## src/rtl/bin2bcd_pkg.sv

```systemverilog
// bin2bcd_pkg: shared types, constants and sizing helper
// for the sequential binary-to-BCD converter.
package bin2bcd_pkg;

  localparam int NIB_W = 4;

  typedef enum logic [1:0] {
    IDLE  = 2'd0,
    SHIFT = 2'd1,
    DONE  = 2'd2
  } b2b_state_e;

  // ceil(bin_w * log10(2)); 30103/100000 sits just above log10(2),
  // and bin_w*log10(2) is never an exact integer for bin_w >= 1.
  function automatic int bcd_digits(input int bin_w);
    return (bin_w * 30103 + 99999) / 100000;
  endfunction

endpackage

```

## src/rtl/bcd_digit_adj.sv

```systemverilog
// bcd_digit_adj: one double-dabble correction cell,
// adds 3 to a BCD nibble greater than 4.
module bcd_digit_adj
  import bin2bcd_pkg::*;
(
  input  logic [NIB_W-1:0] d,
  output logic [NIB_W-1:0] q
);

  // add-3 correction, no carry out of the nibble
  always_comb begin
    q = d;
    if (d > 4'd4) q = d + 4'd3;
  end

endmodule

```

## src/rtl/bin2bcd_seq.sv

```systemverilog
// bin2bcd_seq: one-bit-per-clock double-dabble converter
// with valid/ready handshakes and leading-zero decode.
module bin2bcd_seq
  import bin2bcd_pkg::*;
#(
  parameter int BIN_W  = 8,
  parameter int DIGITS = bcd_digits(BIN_W)
) (
  input  logic                         clk,
  input  logic                         rst_n,
  input  logic                         in_valid,
  output logic                         in_ready,
  input  logic [BIN_W-1:0]             bin,
  output logic                         out_valid,
  input  logic                         out_ready,
  output logic [NIB_W*DIGITS-1:0]      bcd,
  output logic [$clog2(DIGITS+1)-1:0]  nz_digits,
  output logic [DIGITS-1:0]            blank_mask
);

  localparam int BCD_W = NIB_W * DIGITS;
  localparam int SR_W  = BCD_W + BIN_W;
  localparam int CNT_W = $clog2(BIN_W + 1);
  localparam int NZ_W  = $clog2(DIGITS + 1);

  if (BIN_W < 1) begin : g_bad_w
    $error("bin2bcd_seq: BIN_W must be >= 1");
  end
  if (DIGITS < bcd_digits(BIN_W)) begin : g_bad_d
    $error("bin2bcd_seq: DIGITS too small for BIN_W");
  end

  b2b_state_e       state_q, state_d;
  logic [SR_W-1:0]  sr_q, sr_d;
  logic [CNT_W-1:0] cnt_q, cnt_d;
  logic [BCD_W-1:0] adj;

  for (genvar g = 0; g < DIGITS; g++) begin : g_adj
    bcd_digit_adj u_adj (
      .d (sr_q[BIN_W+NIB_W*g +: NIB_W]),
      .q (adj[NIB_W*g +: NIB_W])
    );
  end

  // state, shift register and bit counter
  always_ff @(posedge clk) begin
    if (!rst_n) begin
      state_q <= IDLE;
      sr_q    <= '0;
      cnt_q   <= '0;
    end else begin
      state_q <= state_d;
      sr_q    <= sr_d;
      cnt_q   <= cnt_d;
    end
  end

  // next-state, datapath update and handshake outputs
  always_comb begin
    state_d   = state_q;
    sr_d      = sr_q;
    cnt_d     = cnt_q;
    in_ready  = 1'b0;
    out_valid = 1'b0;
    unique case (state_q)
      IDLE: begin
        in_ready = 1'b1;
        if (in_valid) begin
          sr_d    = {{BCD_W{1'b0}}, bin};
          cnt_d   = '0;
          state_d = SHIFT;
        end
      end
      SHIFT: begin
        sr_d  = {adj, sr_q[BIN_W-1:0]} << 1;
        cnt_d = cnt_q + 1'b1;
        if (cnt_q == CNT_W'(BIN_W - 1)) state_d = DONE;
      end
      DONE: begin
        out_valid = 1'b1;
        if (out_ready) state_d = IDLE;
      end
      default: state_d = IDLE;
    endcase
  end

  assign bcd = sr_q[SR_W-1 -: BCD_W];

  // significant-digit count and leading-zero mask
  always_comb begin
    nz_digits  = NZ_W'(1);
    blank_mask = '0;
    for (int i = 0; i < DIGITS; i++) begin
      if (bcd[NIB_W*i +: NIB_W] != '0) nz_digits = NZ_W'(i + 1);
    end
    for (int i = 0; i < DIGITS; i++) begin
      blank_mask[i] = (NZ_W'(i) >= nz_digits);
    end
  end

endmodule

```

## config.mk

```make
export PLATFORM = sky130hd
export DESIGN_NAME = bin2bcd_seq
export DESIGN_NICKNAME = d
export VERILOG_FILES = /design/src/rtl/bin2bcd_pkg.sv /design/src/rtl/bcd_digit_adj.sv /design/src/rtl/bin2bcd_seq.sv
export SDC_FILE = /design/constraint.sdc
export NUM_CORES = 1
export LEC_CHECK = 0
export ABC_AREA = 1
export BUFFER_PORTS_ARGS = -buffer_cell sky130_fd_sc_hd__buf_2
export CORE_ASPECT_RATIO = 2
export CORE_MARGIN = 4
export CORE_UTILIZATION = 45
export CTS_CLUSTER_SIZE = 28
export DETAILED_ROUTE_END_ITERATION = 16
export PLACE_DENSITY = 0.66
export SETUP_SLACK_MARGIN = 0.4
export SLEW_MARGIN = 25
export SYNTH_ARGS = -nofsm -noshare
export SYNTH_HDL_FRONTEND = slang
export SYNTH_SLANG_ARGS = --single-unit
```

## constraint.sdc

```tcl
create_clock -name clk -period 1.5 [get_ports clk]
set_input_delay 0.3 -clock clk [delete_from_list [all_inputs] [get_ports clk]]
set_output_delay 0.3 -clock clk [all_outputs]
set_load 0.03 [all_outputs]
```

==> impl_metrics.env <==
export IMPL_status="complete, but fails checks"
export IMPL_violations="setup timing"
export IMPL_cts_tree="done"
export IMPL_cp_cell_sequence="inv_1 > nand2_1 > inv_1 > nand3_4 > inv_4 > buf_6"
export IMPL_drtPass1Iterations=4
export IMPL_vias=1620
export IMPL_rows=28
export IMPL_htreeDepth=1
export IMPL_grt_overflow=0
export IMPL_timing_final_crit_share_pct=107
export IMPL_routabilityCongestion=0.795
export IMPL_r2r_end="sr_q[19]"
export IMPL_multi_input_area_mm2=0.00112
export IMPL_rr_startpoint="state_q[0]"
export IMPL_cp_data_arrival_time_ps=1300
export IMPL_power_frac_seq_pct=39.8
export IMPL_leakage_nw=1.20
export IMPL_grt_pass1_vias=1549
export IMPL_cp_end_kind="output port"
export IMPL_r2r_slack_ps=250
export IMPL_required_ps=1200
export IMPL_cts_hold_buf=0
export IMPL_holdPathStages=5
export IMPL_crit_path_top_delay_cell="dfxtp_2"
export IMPL_grt_pass1_wl_mm=6.27
export IMPL_grt_max_degree=16
export IMPL_die_x_um=48.0
export IMPL_rsz0062_at_grt="yes"
export IMPL_drtAntennaViolNets=0
export IMPL_fmax_mhz=624
export IMPL_antenna_found_initial=0
export IMPL_synth_seq_cells=26
export IMPL_power_frac_clock_pct=32.0
export IMPL_ys_types=21
export IMPL_critPathKind="flip-flop to output port"
export IMPL_drive_above_1_share_pct=63.9
export IMPL_dpl_hpwl_mm=2.38
export IMPL_p_per_area_mw_per_mm2=747
export IMPL_drv_cap=0
export IMPL_ys_flop_type="dfxtp_1"
export IMPL_cp_num_buf_inv=4
export IMPL_synth_async_sr_flop_share_pct=0
export IMPL_grt_usage_pct=20.4
export IMPL_drt_iter0_markers=34
export IMPL_p_int_w=0.00129
export IMPL_nets=283
export IMPL_diodes=0
export IMPL_ir_worst_vdd_uv=781
export IMPL_post_route_drc_count=0
export IMPL_swShare_pct=31.4
export IMPL_yosysWarnings=0
export IMPL_crit_path_frequent_cell="inv_1"
export IMPL_cts_buffers=3
export IMPL_die_area_mm2=0.00423
export IMPL_clock_root_buffer="clkbuf_8"
export IMPL_cpLargestDelayFamily="buffers and inverters"
export IMPL_hold_path_class="input port to flip-flop"
export IMPL_synth_avg_cell_area_um2=6.68
export IMPL_crit_start="sr_q[15]"
export IMPL_cts_path_max_buffers=2
export IMPL_synth_edff_count=0
export IMPL_syn_num_nets=232
export IMPL_critPathLaunchType="flip-flop"
export IMPL_path_clk_slew_ps=100
export IMPL_clock_latency_ps=280
export IMPL_clkSinkCount=26
export IMPL_start_util_pct=47.9
export IMPL_wire_per_inst_um=16.6
export IMPL_ios=31
export IMPL_port_buffers=29
export IMPL_synth_cell_area_mm2=0.00144
export IMPL_setup_viol=4
export IMPL_hold_ws_ps=303
export IMPL_synthToLayoutAreaGrowth_pct=74.8
export IMPL_fill_cells=172
export IMPL_syn_inst=216
export IMPL_hp_start="bin[3]"
export IMPL_period_minus_slack_ps=1600
export IMPL_maxSlewViolCount=0
export IMPL_fp_dieH_um=88.1
export IMPL_drt_wl_total_mm=4.91
export IMPL_finalPower_w=0.00188
export IMPL_rr_worst_depth=6
export IMPL_crit_fanout=5
export IMPL_fin_skew_ps=9.49
export IMPL_fin_ws_ps=-103
export IMPL_netSwitchingPower_w=0.000591
export IMPL_ys_seq_area_share_pct=36.1
export IMPL_hold_viol=0
export IMPL_drt_vias_per_instance=5.47
export IMPL_regArea_um2=551
export IMPL_core_area_mm2=0.00301
export IMPL_combPwrFrac_pct=28.2
export IMPL_slowest_delay_ps=350
export IMPL_min_to="sr_q[3]"
==> power by group through the flow <==
stage / sequential (W) / combinational (W) / clock, W
finish: 0.000750 / 0.000531 / 0.000602
global route: 0.000752 / 0.000561 / 0.000630
CTS: 0.000736 / 0.000353 / 0.000596
detailed placement: 0.000753 / 0.000235 / 0
global placement: 0.000753 / 0.000235 / 0
floorplan: 0.000752 / 0.000178 / 0
==> cells in the mapped netlist, types with 2 or more instances <==
cell	count	area, um2
nor2_1	17	63.8
dfxtp_1	26	521
nand2_1	59	221
buf_2	2	10.0
buf_6	2	22.5
buf_4	14	105
ha_1	4	50.1
o21ai_0	9	45.0
inv_1	26	97.6
nand3_1	21	105
nand2_2	2	12.5
a21oi_1	25	125
==> cells in the final DEF (no fill, tap or decap), types with 2 or more instances in the layout <==
master,netlist,layout
a21oi_1,25,5
a21oi_2,0,20
buf_12,0,2
buf_2,2,12
buf_4,14,15
buf_6,2,30
clkbuf_8,0,3
clkinv_8,0,2
dfxtp_1,26,10
dfxtp_2,0,12
dfxtp_4,0,4
ha_4,0,3
inv_1,26,15
inv_2,1,7
inv_4,0,4
inv_8,0,2
nand2_1,59,34
nand2_2,2,10
nand2_4,1,15
nand2_8,0,4
nand3_1,21,10
nand3_2,0,7
nand3_4,0,4
nor2_1,17,12
nor2_4,1,5
o21ai_1,0,3
o21ai_2,0,4
==> per-stage QoR <==
step	instance area [um2]	utilization (%)	setup WS (ps)	cells	TNS, ps
floorplan	1510	-	73.8	216	0
finish	2520	83.7	-103	296	-268
global placement	1600	53.0	185	263	0
detailed placement	1600	53.0	149	263	0
global route	2520	83.7	-163	296	-498
CTS	2100	69.8	-60.1	284	-144
==> flip-flops by register name, indices dropped and copies added, names as in the netlist <==
| register | cells |
|---|---|
| sr_q | 20 |
| state_q | 2 |
| cnt_q | 4 |
==> what timing repair did <==
action                                  4_1_cts  5_1_grt
gates cloned                                  1        3
buffers inserted                             16        9
pin swaps                                    21       31
endpoints found under the setup margin       43       41
resized for setup                            99       78
==> final cells by class <==
type,instances,share of cell area [%]
Tap cell,30,1.49
Inverter,29,5.41
Timing Repair Buffer,60,22.4
Sequential cell,26,21.8
Timing Repair inverter,3,1.54
Multi-Input combinational cell,144,44.5
Clock inverter,1,1.19
Clock buffer,3,1.64
==> worst max-delay path by stage <==
stage,endpoint,slack (ps),depth (start not counted)
after floorplan,blank_mask[1],70,6
after global placement,blank_mask[1],180,7
after detailed placement,blank_mask[1],150,7
after CTS,blank_mask[1],-60,7
after global routing,blank_mask[1],-160,6
final,blank_mask[1],-100,6
==> layer usage <==
layer / wire, um / vias up / track usage [%]
met5: 0 / - / 0
met4: 235 / 0 / 11.3
met3: 156 / 19 / 3.09
met2: 2950 / 45 / 39.0
met1: 1570 / 780 / 18.0
li1: - / 776 / -
==> cells by family after synthesis <==
| kind of cell | share of synthesized area (%) |
|---|---|
| and+or+nand+nor | 29.9 |
| buffers and inverters | 17.4 |
| AOI/OAI and AO/OA | 12.8 |
| DFF | 36.1 |
| adders and majority gates | 3.47 |
| other | 0.260 |
==> worst reg2reg max path, stage by stage (launching register included) <==
cell and delay [ps]:
dfxtp_2 370, buf_6 140, inv_4 50, nor2_4 220, buf_6 190, nand4_1 100, a21oi_1 110
(Power assumes the default switching activity.)
